$ cat config.mk
export PLATFORM = sky130hd
export DESIGN_NAME = rr_decoder_arbiter
export DESIGN_NICKNAME = d
export VERILOG_FILES = /design/src/rtl/rr_decoder_arbiter.sv
export SDC_FILE = /design/constraint.sdc
export NUM_CORES = 1
export LEC_CHECK = 0
export ABC_AREA = 1
export BUFFER_PORTS_ARGS = -buffer_cell sky130_fd_sc_hd__buf_2
export CAP_MARGIN = 20
export CORE_MARGIN = 2
export CORE_UTILIZATION = 50
export CTS_BUF_LIST = sky130_fd_sc_hd__clkbuf_4 sky130_fd_sc_hd__clkbuf_8
export CTS_CLUSTER_SIZE = 25
export DETAILED_ROUTE_END_ITERATION = 8
export GPL_TIMING_DRIVEN = 0
export PLACE_DENSITY = 0.73
export SLEW_MARGIN = 0
export SYNTH_ARGS = -nofsm -noshare
export SYNTH_HDL_FRONTEND = slang
export SYNTH_SLANG_ARGS = --single-unit
export TNS_END_PERCENT = 20
$ cat constraint.sdc
create_clock -name clk -period 2 [get_ports clk]
set_clock_uncertainty 0.1 [all_clocks]
set_input_delay 0 -clock clk [delete_from_list [all_inputs] [get_ports clk]]
set_output_delay 0 -clock clk [all_outputs]
set_load 0.01 [all_outputs]
$ cat src/rtl/rr_decoder_arbiter.sv
// Four-way round-robin arbiter driving a shared 2-to-4 decoder.
// Registered grant index, one-hot grant, and bounded-tenure preemption.
module rr_decoder_arbiter #(
  parameter int unsigned HOLD_MAX = 8,
  parameter int unsigned CW       = 4
) (
  input  logic       clk,
  input  logic       rst,
  input  logic [3:0] req,
  output logic [1:0] gidx,
  output logic [3:0] gnt,
  output logic       valid,
  output logic       preempt
);

  typedef enum logic {
    IDLE,
    GRANT
  } state_t;

  typedef struct packed {
    logic       hit;
    logic [1:0] idx;
  } pick_t;

  localparam logic [CW-1:0] HOLD_LAST = CW'(HOLD_MAX - 1);

  state_t        state_q, state_d;
  logic [1:0]    gidx_q, gidx_d;
  logic [1:0]    ptr_q, ptr_d;
  logic [CW-1:0] cnt_q, cnt_d;
  logic          valid_q, valid_d;
  logic          preempt_q, preempt_d;
  logic [3:0]    gnt_q, gnt_d;

  logic [3:0]    owner_hot;
  logic [3:0]    others;
  pick_t         pick_all;
  pick_t         pick_oth;

  // Rotate so bit 0 is the pointer slot, then take the lowest set bit.
  function automatic pick_t rr_pick(
    input logic [3:0] r,
    input logic [1:0] p
  );
    logic [7:0] dbl;
    logic [3:0] rot;
    logic [1:0] off;
    pick_t      res;
    dbl = {r, r};
    rot = dbl[p +: 4];
    off = 2'd0;
    if (rot[0])      off = 2'd0;
    else if (rot[1]) off = 2'd1;
    else if (rot[2]) off = 2'd2;
    else if (rot[3]) off = 2'd3;
    res.hit = |r;
    res.idx = p + off;
    return res;
  endfunction

  always_comb begin
    owner_hot = 4'b0001 << gidx_q;
    others    = req & ~owner_hot;
    pick_all  = rr_pick(req, ptr_q);
    pick_oth  = rr_pick(others, ptr_q);
  end

  always_comb begin
    state_d   = state_q;
    gidx_d    = gidx_q;
    ptr_d     = ptr_q;
    cnt_d     = cnt_q;
    valid_d   = valid_q;
    preempt_d = 1'b0;
    unique case (state_q)
      IDLE: begin
        valid_d = 1'b0;
        if (pick_all.hit) begin
          state_d = GRANT;
          gidx_d  = pick_all.idx;
          ptr_d   = pick_all.idx + 2'd1;
          cnt_d   = '0;
          valid_d = 1'b1;
        end
      end
      GRANT: begin
        if (!req[gidx_q]) begin
          if (pick_oth.hit) begin
            gidx_d = pick_oth.idx;
            ptr_d  = pick_oth.idx + 2'd1;
            cnt_d  = '0;
          end else begin
            state_d = IDLE;
            valid_d = 1'b0;
          end
        end else if (cnt_q == HOLD_LAST && pick_oth.hit) begin
          gidx_d    = pick_oth.idx;
          ptr_d     = pick_oth.idx + 2'd1;
          cnt_d     = '0;
          preempt_d = 1'b1;
        end else if (cnt_q != HOLD_LAST) begin
          cnt_d = cnt_q + CW'(1);
        end
      end
      default: begin
        state_d = IDLE;
        valid_d = 1'b0;
      end
    endcase
  end

  always_comb begin
    gnt_d = 4'b0000;
    if (valid_d) begin
      unique case (gidx_d)
        2'd0: gnt_d = 4'b0001;
        2'd1: gnt_d = 4'b0010;
        2'd2: gnt_d = 4'b0100;
        2'd3: gnt_d = 4'b1000;
        default: gnt_d = 4'b0000;
      endcase
    end
  end

  always_ff @(posedge clk) begin
    if (rst) begin
      state_q   <= IDLE;
      gidx_q    <= 2'd0;
      ptr_q     <= 2'd0;
      cnt_q     <= '0;
      valid_q   <= 1'b0;
      preempt_q <= 1'b0;
      gnt_q     <= 4'b0000;
    end else begin
      state_q   <= state_d;
      gidx_q    <= gidx_d;
      ptr_q     <= ptr_d;
      cnt_q     <= cnt_d;
      valid_q   <= valid_d;
      preempt_q <= preempt_d;
      gnt_q     <= gnt_d;
    end
  end

  assign gidx    = gidx_q;
  assign gnt     = gnt_q;
  assign valid   = valid_q;
  assign preempt = preempt_q;

endmodule

==> results of run 1 <==
## Yosys cell counts, types with 2 or more instances
cell type | number | share of area
nand3_1 | 35 | 0.14
nand2_1 | 59 | 0.18
buf_2 | 2 | 0.0083
dfxtp_1 | 15 | 0.25
a21oi_1 | 5 | 0.021
ha_1 | 3 | 0.031
inv_1 | 14 | 0.043
nor3_1 | 3 | 0.012
nor2_2 | 2 | 0.010
inv_2 | 5 | 0.016
xor2_1 | 2 | 0.014
nand4_1 | 2 | 0.010
nor2_1 | 13 | 0.040
o21ai_1 | 3 | 0.012
inv_4 | 2 | 0.010
nor2_4 | 3 | 0.028
nand2_2 | 6 | 0.031
## kinds of logic (layout without fill, tap and decap cells)
kind of cell | Yosys count | count (layout) | synth area share
AO/OA/AOI/OAI | 15 | 15 | 0.0796
XOR/XNOR | 2 | 2 | 0.0145
adder cells (fa/ha/maj) | 3 | 3 | 0.0310
buffers and inverters | 26 | 65 | 0.0910
flip-flops | 15 | 15 | 0.248
AND/OR/NAND/NOR | 131 | 131 | 0.536
## worst register-to-register path, stage by stage (launching register included)
cell and delay (ns):
dfxtp_4 0.38, buf_8 0.14, inv_8 0.07, nand3_2 0.09, nand3_2 0.08, nand2_2 0.06, a31oi_1 0.20, nor2_1 0.07
ha_2 0.18, xor2_2 0.17, inv_1 0.07, nand3_2 0.09, nand2_2 0.06, nand2_2 0.08, nand3_2 0.09, nor2b_4 0.14
nor2_1 0.04
## metrics by stage
step | setup WS, ns | std cells | util | setup TNS (ns) | area, µm²
after floorplan | -0.00529 | 192 | - | -0.00529 | 1270
after global placement | -0.219 | 232 | 0.608 | -0.976 | 1370
after detailed placement | -0.269 | 232 | 0.608 | -1.36 | 1370
after CTS | -0.162 | 257 | 0.731 | -0.833 | 1650
after global routing | -0.330 | 259 | 0.750 | -2.25 | 1690
final | -0.219 | 259 | 0.750 | -1.46 | 1690
## cell type report
type | count | area (µm²)
plain buffers | 4 | 35.0
clock inverters | 1 | 5.00
inverters | 22 | 101
well taps | 28 | 35.0
repair buffers | 35 | 263
flip-flops and latches | 15 | 312
clock buffers | 3 | 22.5
fillers | 168 | 563
multi-input cells | 151 | 918
## per-layer routing
layer | share of wire | vias to the layer above | global-route usage
li1 | - | 699 | -
met4 | 0.025 | 0 | 0.0983
met5 | 0 | - | 0
met1 | 0.40 | 665 | 0.286
met2 | 0.52 | 57 | 0.519
met3 | 0.051 | 9 | 0.0254
## registers in the layout, indices dropped and copies added, names as in the netlist
register,cells
preempt,1
state_q,1
valid,1
ptr_q,2
gidx,2
cnt_q,4
gnt,4
## power by group through the flow
stage | clock [mW] | combinational (mW) | sequential [mW]
finish | 0.179 | 2.12 | 0.475
global route | 0.185 | 2.31 | 0.485
CTS | 0.175 | 1.95 | 0.474
detailed placement | 0 | 1.45 | 0.474
global placement | 0 | 1.41 | 0.474
floorplan | 0 | 1.15 | 0.492
## how the worst max path moves through the flow
stage	startpoint	slack, ns	endpoint
global route	ptr_q[0]	-0.33	ptr_q[1]
finish	ptr_q[0]	-0.22	gidx[1]
floorplan	gidx[1]	-0.005	gidx[1]
global placement	ptr_q[1]	-0.22	gidx[1]
CTS	ptr_q[0]	-0.16	gnt[1]
detailed placement	ptr_q[1]	-0.27	gidx[1]
## repair_timing
item,in CTS,in global routing
gates resized for setup,21,7
setup endpoints to repair,7,8
hold buffers,0,0
pin swaps,17,7
buffers inserted,20,2
gates cloned,1,0
==> summary.txt, run 1 <==
Status - complete, but fails checks
Violated checks - hold timing, setup timing
CP Depth - 16
CP max FO - 6
Initial antenna violation count - 0
Area Growth Syn to Fin - 39.8%
Post-Syn Instances - 192
Reg clk slew, reported paths - 0.09 ns
Switching share of total power - 0.489
Total number of vias - 1430
CP most frequent cell - nand3_2
Core area - 0.00225 mm²
P_sw - 1.36 mW
Syn_nets - 201
Worst EP required - 2.08 ns
H-tree levels - 1
Worst setup margin - -0.219 ns
Cell variety after synth - 35
Clk_lat worst skew - 0.30 ns
P_int - 1.42 mW
GPL Wtd Cong - 0.816
Routed vias/inst - 5.52
First-pass GRT wire length - 5410 µm
WL/cell - 13.5 µm
TritonCTS Buffers - 3
Hold Startpoint - rst
Worst path max stage delay - 0.38 ns
Root Driver - clkbuf_4
RSZ-0062 raised after global routing - yes
Worst path top cell family by delay - simple AND/OR/NAND/NOR gates
Max Cap Viol - 0
Leakage power total - 0.856 nW
Power, Total - 2.78 mW
IO buf count - 12
Starting Density - 0.537
Post-synth EDFFs - 0
Logic pwr share - 0.765
CP endpoint kind - flip-flop
Vias in the first global route - 1287
Largest net degree at the start of global routing - 11
Final Max Slew Viols - 0
Post-synthesis register bit count - 15
Total GRT Usage - 0.265
Grt total ovfl - 0
Syn. warnings - 0
Post-synthesis cell area - 0.00121 mm²
CP Data Arrival Time - 2.30 ns
Row count - 17
Drt initial violations - 53
CTS sink cnt - 15
FMAX - 0.451 GHz
Reg2Reg Depth - 16
Finish-stage setup viols - 8
CP startpoint kind - flip-flop
Hold Fails Final Rpt - 1
DR pass1 iterations - 4
Final Cycle Share - 1.11
Layout cell share with drive strength beyond 1 - 0.429
Worst hold path endpoint - gidx[1]
Most common cell after layout, fill and taps aside - nand2_1
PwrDens - 1640 mW/mm²
Worst r2r src - ptr_q[0]
Sequential element share of the synthesized area - 0.248
Die Y-Extent - 53.2 µm
Num ports - 14
Antenna-violating nets left - 0
Worst Tran Pin Value - 0.473 ns
Post-DP HPWL - 2190 µm
Ant diodes - 0
Die area - 0.00283 mm²
Async SR Flop Fraction - 0
Clock tree buffer depth - 2
Critical Path, Cell by Cell - buf_8 -> inv_8 -> nand3_2 -> nand3_2 -> nand2_2 -> a31oi_1 -> nor2_1 -> ha_2 -> xor2_2 -> inv_1 -> nand3_2 -> nand2_2 -> nand2_2 -> nand3_2 -> nor2b_4 -> nor2_1
Hold WS - -0.00272 ns
CP max stage cell - dfxtp_4
Minimum clock period - 2.22 ns
Flop pwr share - 0.171
Syn_area_per_cell - 6.30 µm²
Commonest non-fill, non-tap cells in the layout - 46 x nand2_1, 25 x nand3_1, 20 x buf_4
Flop2flop setup slack - -0.22 ns
Nets - 241
Hold crit path type - in -> reg
Clk network pwr share - 0.064
Peak VDD IR - 0.917 mV
Reg-to-reg endpoint - gidx[1]
CTS tree - yes
Hold path depth - 2
Die width - 53.2 µm
Rel. slew slack - 0.685
WP buf/inv - 3
Worst setup path category - reg -> reg
Dominant synthesized flop cell - dfxtp_1
Total wire length - 3490 µm
DRC - 0
No activity file was read; power rests on OpenSTA's default activity.
==> inputs of run 2 (changes only) <==
- CELL_PAD_IN_SITES_DETAIL_PLACEMENT: default -> 1
- CELL_PAD_IN_SITES_GLOBAL_PLACEMENT: default -> 1
- CORE_UTILIZATION: 50 -> 38
- PLACE_DENSITY: 0.73 -> default
- PLACE_DENSITY_LB_ADDON: default -> 0.1
- TNS_END_PERCENT: 20 -> 5
==> run 2 against run 1 <==
Effect of this change: the flow finishes with violations (setup timing); cell area decreased by 8.7%; clock-buffer cell count unchanged; setup slack got worse by 0.032 ns; die area increased by 29%; non-clock buffer count decreased by 14; combinational power decreased by 17%; sequential share of layout area increased by 1.7 points; final cell count increased by 0.77%; maximum frequency decreased by 1.4%; largest power group unchanged; highest routed layer unchanged.
==> summary.txt, run 2 (synthesis gave the netlist of run 1 again) <==
Status - complete, but fails checks (unchanged)
Violated checks - setup timing (was hold timing, setup timing)
Flop pwr share - 0.194 (was 0.171)
Finish-stage setup viols - 7 (was 8)
First-pass GRT wire length - 6130 µm (was 5410 µm)
Reg clk slew, reported paths - 0.10 ns (was 0.09 ns)
Final Max Slew Viols - 0 (unchanged)
Placed cell area - 0.00139 mm² (was 0.00137 mm²)
CP startpoint kind - flip-flop (unchanged)
Minimum clock period - 2.25 ns (was 2.22 ns)
Fin area - 0.00155 mm² (was 0.00169 mm²)
Post-Place Cells - 248 (was 232)
Final Util - 0.506 (was 0.750)
Worst Tran Pin Value - 0.444 ns (was 0.473 ns)
Total GRT Usage - 0.223 (was 0.265)
Grt total ovfl - 0 (unchanged)
Die area - 0.00365 mm² (was 0.00283 mm²)
Peak VDD IR - 0.686 mV (was 0.917 mV)
Area Growth Syn to Fin - 27.7% (was 39.8%)
CTS sink cnt - 15 (unchanged)
Drt initial violations - 54 (was 53)
Clock tree buffer depth - 2 (unchanged)
P_sw - 1.28 mW (was 1.36 mW)
Register area - 310 µm² (was 312 µm²)
Vias in the first global route - 1356 (was 1287)
Leakage power total - 0.774 nW (was 0.856 nW)
DR pass1 iterations - 4 (unchanged)
CTS tree - yes (unchanged)
Ant diodes - 0 (unchanged)
Commonest non-fill, non-tap cells in the layout - 51 x nand2_1, 28 x nand3_1, 14 x inv_1 (was 46 x nand2_1, 25 x nand3_1, 20 x buf_4)
Total wire length - 3710 µm (was 3490 µm)
CP max FO - 9 (was 6)
FMAX - 0.444 GHz (was 0.451 GHz)
Layout cell share with drive strength beyond 1 - 0.355 (was 0.429)
CP endpoint kind - flip-flop (unchanged)
Worst path max stage delay - 0.35 ns (was 0.38 ns)
Most common cell after layout, fill and taps aside - nand2_1 (unchanged)
Total number of vias - 1338 (was 1430)
Die width - 60.4 µm (was 53.2 µm)
Die Y-Extent - 60.4 µm (was 53.2 µm)
GPL Wtd Cong - 0.793 (was 0.816)
Post-DP HPWL - 2770 µm (was 2190 µm)
Post-Route Setup TNS - -1.42 ns (was -1.46 ns)
P_int - 1.13 mW (was 1.42 mW)
Num ports - 14 (unchanged)
Clk_lat worst skew - 0.30 ns (about the same)
Nets - 227 (was 241)
Core area - 0.00305 mm² (was 0.00225 mm²)
RSZ-0062 raised after global routing - yes (unchanged)
Switching share of total power - 0.530 (was 0.489)
Clk network pwr share - 0.075 (was 0.064)
CP Data Arrival Time - 2.32 ns (was 2.30 ns)
Area taken by multi-input logic gates - 883 µm² (was 918 µm²)
Hold Fails Final Rpt - 0 (was 1)
Row count - 20 (was 17)
Critical Path, Cell by Cell - buf_8 -> inv_8 -> nand3_2 -> nand2_1 -> nand2_1 -> nand2_2 -> a31oi_1 -> nor2_1 -> ha_2 -> xor2_2 -> inv_1 -> nand3_2 -> nand2_2 -> nand2_2 -> nand3_2 -> nor2b_4 -> nor2_1 (was buf_8 -> inv_8 -> nand3_2 -> nand3_2 -> nand2_2 -> a31oi_1 -> nor2_1 -> ha_2 -> xor2_2 -> inv_1 -> nand3_2 -> nand2_2 -> nand2_2 -> nand3_2 -> nor2b_4 -> nor2_1)
Initial antenna violation count - 0 (unchanged)
Antenna-violating nets left - 0 (unchanged)
Hold crit path type - in -> reg (unchanged)
WL/cell - 14.2 µm (was 13.5 µm)
IO buf count - 12 (unchanged)
Starting Density - 0.396 (was 0.537)
PwrDens - 1560 mW/mm² (was 1640 mW/mm²)
CP max stage cell - dfxtp_2 (was dfxtp_4)
Worst EP required - 2.07 ns (was 2.08 ns)
TritonCTS Buffers - 3 (unchanged)
Worst setup margin - -0.251 ns (was -0.219 ns)
Fill count - 429 (was 168)
Worst setup path category - reg -> reg (unchanged)
Final Non-Filler Cells - 261 (was 259)
Largest net degree at the start of global routing - 11 (unchanged)
DRC - 0 (unchanged)
H-tree levels - 1 (unchanged)
Max Cap Viol - 0 (unchanged)
Root Driver - clkbuf_4 (unchanged)
Final Cycle Share - 1.13 (was 1.11)
Routed vias/inst - 5.13 (was 5.52)
Rel. slew slack - 0.704 (was 0.685)
Logic pwr share - 0.731 (was 0.765)
-- run 2: critical path: cells and delay by family, from the launching register on --
family          cells  cell delay (ns)
compound gates      1             0.04
xor+xnor            1             0.15
fa+ha+maj           1             0.20
buf+inv             3             0.29
flops               1             0.35
simple gates       11             0.98
-- run 2: power by group through the flow --
stage	clock network (mW)	logic, mW	registers, mW
global route	0.197	1.95	0.479
finish	0.181	1.76	0.468
global placement	0	1.45	0.476
detailed placement	0	1.52	0.479
CTS	0.188	1.69	0.467
floorplan	0	1.15	0.492
-- run 2: area by class of cell --
type / instances / share of cell area
timing repair buffer: 21 / 0.0866
clock buffer: 3 / 0.0146
sequential: 15 / 0.201
buffer: 4 / 0.0202
clock inverter: 1 / 0.00324
multi-input combinational: 151 / 0.572
inverter: 22 / 0.0672
tap: 44 / 0.0356
-- run 2: what timing repair did --
action                                  4_1_cts  5_1_grt
pin swaps                                    10        3
gates cloned                                  0        0
endpoints found under the setup margin        8        8
hold buffers                                  1        0
resized for setup                            12        6
endpoints found under the hold margin         1        0
setup buffers                                 8        0
-- run 2: path summary, 6_finish.rpt --
kind | startpoint | to | slack [ns] | depth (start not counted)
worst max-delay path | ptr_q[0] | gidx[1] | -0.25 | 17
worst min-delay path | req[3] | preempt | 0.16 | 5
worst max register to register | ptr_q[0] | gidx[1] | -0.25 | 17
worst min register to register | cnt_q[1] | cnt_q[1] | 0.40 | 2
-- run 2: routing by layer --
layer  global-route usage  up-vias  routed length, µm
li1                     -      677                  -
met5                    0        -                  0
met2                0.435       17               2020
met3               0.0192        7                 67
met4               0.0714        0                 51
met1                0.254      637               1570
-- run 2: per-stage QoR --
| step | hold slack (ns) | worst slack (ns) | total power [mW] |
|---|---|---|---|
| global route | 0.194 | -0.383 | 2.62 |
| CTS | 0.151 | -0.211 | 2.35 |
| floorplan | 0.204 | -0.00529 | 1.64 |
| finish | 0.159 | -0.251 | 2.41 |
| global placement | 0.282 | -0.270 | 1.92 |
| detailed placement | 0.297 | -0.341 | 1.99 |
==> inputs of run 3 (changes only) <==
- CTS_CLUSTER_DIAMETER: default -> 40
- REMOVE_ABC_BUFFERS: default -> 1
==> run 3 against run 2 <==
Effect of this change: the flow still finishes with violations (setup timing); total power grew 20%; cell area grew 14%; final cell count grew 4.6%; worst hold slack gained 0.040 ns; first-iteration DRC count grew 26%; combinational power grew 23%; clock-buffer cell count grew 1; utilization grew 7.3 points; largest cell class unchanged; largest power group unchanged; critical endpoint unchanged; flip-flop and latch count is the same.
==> summary.txt, run 3 (synthesis gave the netlist of run 1 again) <==
Worst setup path category - reg -> reg (unchanged)
H-tree levels - 1 (unchanged)
First-pass GRT wire length - 6300 µm (was 6130 µm)
Root Driver - clkbuf_4 (unchanged)
TritonCTS Buffers - 3 (unchanged)
Worst path max stage delay - 0.41 ns (was 0.35 ns)
Clock tree buffer depth - 2 (unchanged)
Nets - 239 (was 227)
Hold path depth - 5 (unchanged)
Grt total ovfl - 0 (unchanged)
Worst EP required - 2.09 ns (was 2.07 ns)
Total GRT Usage - 0.228 (was 0.223)
Hold crit path type - in -> reg (unchanged)
RSZ-0062 raised after global routing - yes (unchanged)
Commonest non-fill, non-tap cells in the layout - 44 x nand2_1, 20 x nand3_1, 20 x buf_4 (was 51 x nand2_1, 28 x nand3_1, 14 x inv_1)
CP endpoint kind - flip-flop (unchanged)
Violated checks - setup timing (unchanged)
CP max stage cell - dfxtp_4 (was dfxtp_2)
Total number of vias - 1407 (was 1338)
Worst r2r src - gidx[0] (was ptr_q[0])
Hold Startpoint - req[2] (was req[3])
Layout cell share with drive strength beyond 1 - 0.463 (was 0.355)
Worst setup margin - -0.253 ns (was -0.251 ns)
Finish-stage setup viols - 7 (unchanged)
GPL Wtd Cong - 0.781 (was 0.793)
Total wire length - 4110 µm (was 3710 µm)
Post-DP HPWL - 2600 µm (was 2770 µm)
CP max FO - 5 (was 9)
Area Growth Syn to Fin - 46.2% (was 27.7%)
Fill count - 421 (was 429)
Worst path top cell family by delay - simple AND/OR/NAND/NOR gates (unchanged)
Area taken by multi-input logic gates - 0.00101 mm² (was 883 µm²)
WP buf/inv - 1 (was 3)
Max Cap Viol - 0 (unchanged)
WL/cell - 15.0 µm (was 14.2 µm)
Routed vias/inst - 5.15 (was 5.13)
Clk_lat worst skew - 0.30 ns (about the same)
Minimum clock period - 2.25 ns (about the same)
CP most frequent cell - nand2_2
DP Worst Slack - -0.581 ns (was -0.341 ns)
Most common cell after layout, fill and taps aside - nand2_1 (unchanged)
Largest net degree at the start of global routing - 10 (was 11)
Worst hold path endpoint - preempt (unchanged)
IO buf count - 13 (was 12)
Power, Total - 2.89 mW (was 2.41 mW)
Drt initial violations - 68 (was 54)
FMAX - 0.444 GHz (about the same)
Rel. slew slack - 0.713 (was 0.704)
Critical Path, Cell by Cell - nand2_2 -> nand3_1 -> nand3_2 -> nand2_2 -> a31oi_4 -> nor2_2 -> ha_2 -> xor2_2 -> inv_1 -> nand3_2 -> nand2_2 -> nand2_2 -> nand3_2 -> nor2b_4 -> nor2_1 (was buf_8 -> inv_8 -> nand3_2 -> nand2_1 -> nand2_1 -> nand2_2 -> a31oi_1 -> nor2_1 -> ha_2 -> xor2_2 -> inv_1 -> nand3_2 -> nand2_2 -> nand2_2 -> nand3_2 -> nor2b_4 -> nor2_1)
DR pass1 iterations - 4 (unchanged)
Ant diodes - 0 (unchanged)
CTS sink cnt - 15 (unchanged)
Die Y-Extent - 60.4 µm (unchanged)
Core area - 0.00305 mm² (unchanged)
CP startpoint kind - flip-flop (unchanged)
Peak VDD IR - 0.830 mV (was 0.686 mV)
Num ports - 14 (unchanged)
Flop2flop setup slack - -0.25 ns (about the same)
Final Cycle Share - 1.13 (about the same)
Die area - 0.00365 mm² (unchanged)
Initial antenna violation count - 0 (unchanged)
Starting Density - 0.396 (unchanged)
Status - complete, but fails checks (unchanged)
Hold WS - 0.199 ns (was 0.159 ns)
Leakage power total - 0.870 nW (was 0.774 nW)
Vias in the first global route - 1465 (was 1356)
CP Data Arrival Time - 2.35 ns (was 2.32 ns)
Hold Fails Final Rpt - 0 (unchanged)
DRC - 0 (unchanged)
PwrDens - 1630 mW/mm² (was 1560 mW/mm²)
CTS tree - yes (unchanged)
Antenna-violating nets left - 0 (unchanged)
Row count - 20 (unchanged)
Reg clk slew, reported paths - 0.09 ns (was 0.10 ns)
Die width - 60.4 µm (unchanged)
Final Max Slew Viols - 0 (unchanged)
Post-Route Setup TNS - -1.46 ns (was -1.42 ns)
Register area - 315 µm² (was 310 µm²)
Worst Tran Pin Value - 0.430 ns (was 0.444 ns)
Reg2Reg Depth - 15 (was 17)
Reg-to-reg endpoint - gidx[1] (unchanged)
## run 3: how the worst max path moves through the flow
stage                   from  endpoint  slack (ns)  cells after the start
global route         gidx[0]  ptr_q[1]       -0.41                     17
global placement    ptr_q[0]    gnt[3]       -0.51                     16
finish               gidx[0]   gidx[1]       -0.25                     15
floorplan           ptr_q[0]   gidx[1]       -0.11                     16
detailed placement  ptr_q[0]   gidx[1]       -0.58                     16
CTS                  gidx[0]   gidx[1]       -0.15                     17
## run 3: worst register-to-register path, stage by stage, from the launching register on
cell and delay, ns:
dfxtp_4 0.41, nand2_2 0.11, nand3_1 0.17, nand3_2 0.13
nand2_2 0.08, a31oi_4 0.15, nor2_2 0.05, ha_2 0.18
xor2_2 0.18, inv_1 0.07, nand3_2 0.10, nand2_2 0.09
nand2_2 0.08, nand3_2 0.08, nor2b_4 0.14, nor2_1 0.04
## run 3: area by class of cell
type	instances	area share
multi-input cells	151	0.569
clock buffers	4	0.0170
flip-flops and latches	15	0.178
inverters	22	0.0587
well taps	44	0.0311
repair buffers	37	0.146
## run 3: what timing repair did
action	in CTS	in global routing
hold endpoints to repair	8	6
pin swaps	12	15
hold buffers	2	1
gates resized for setup	37	29
buffers inserted	16	5
setup endpoints to repair	8	10
## run 3: metal layers
layer  wire length [µm]  global-route usage  share of wire
met1               1830               0.263           0.45
met5                  0                   0              0
met4                 87               0.106          0.021
met2               2110               0.429           0.51
met3                 80              0.0149          0.019
## run 3: stage by stage
| stage | instances | util | area, µm² |
|---|---|---|---|
| finish | 273 | 0.580 | 1770 |
| global route | 273 | 0.580 | 1770 |
| global placement | 245 | 0.429 | 1310 |
| detailed placement | 245 | 0.429 | 1310 |
| floorplan | 188 | - | 1190 |
| CTS | 267 | 0.524 | 1600 |
## run 3: report_power, final
part	total (mW)	switching (mW)	internal, mW	leakage (nW)
registers	0.523	0.124	0.399	0.125
logic	2.17	1.28	0.894	0.727
clock network	0.197	0.106	0.0914	0.0184
total	2.89	1.51	1.39	0.870
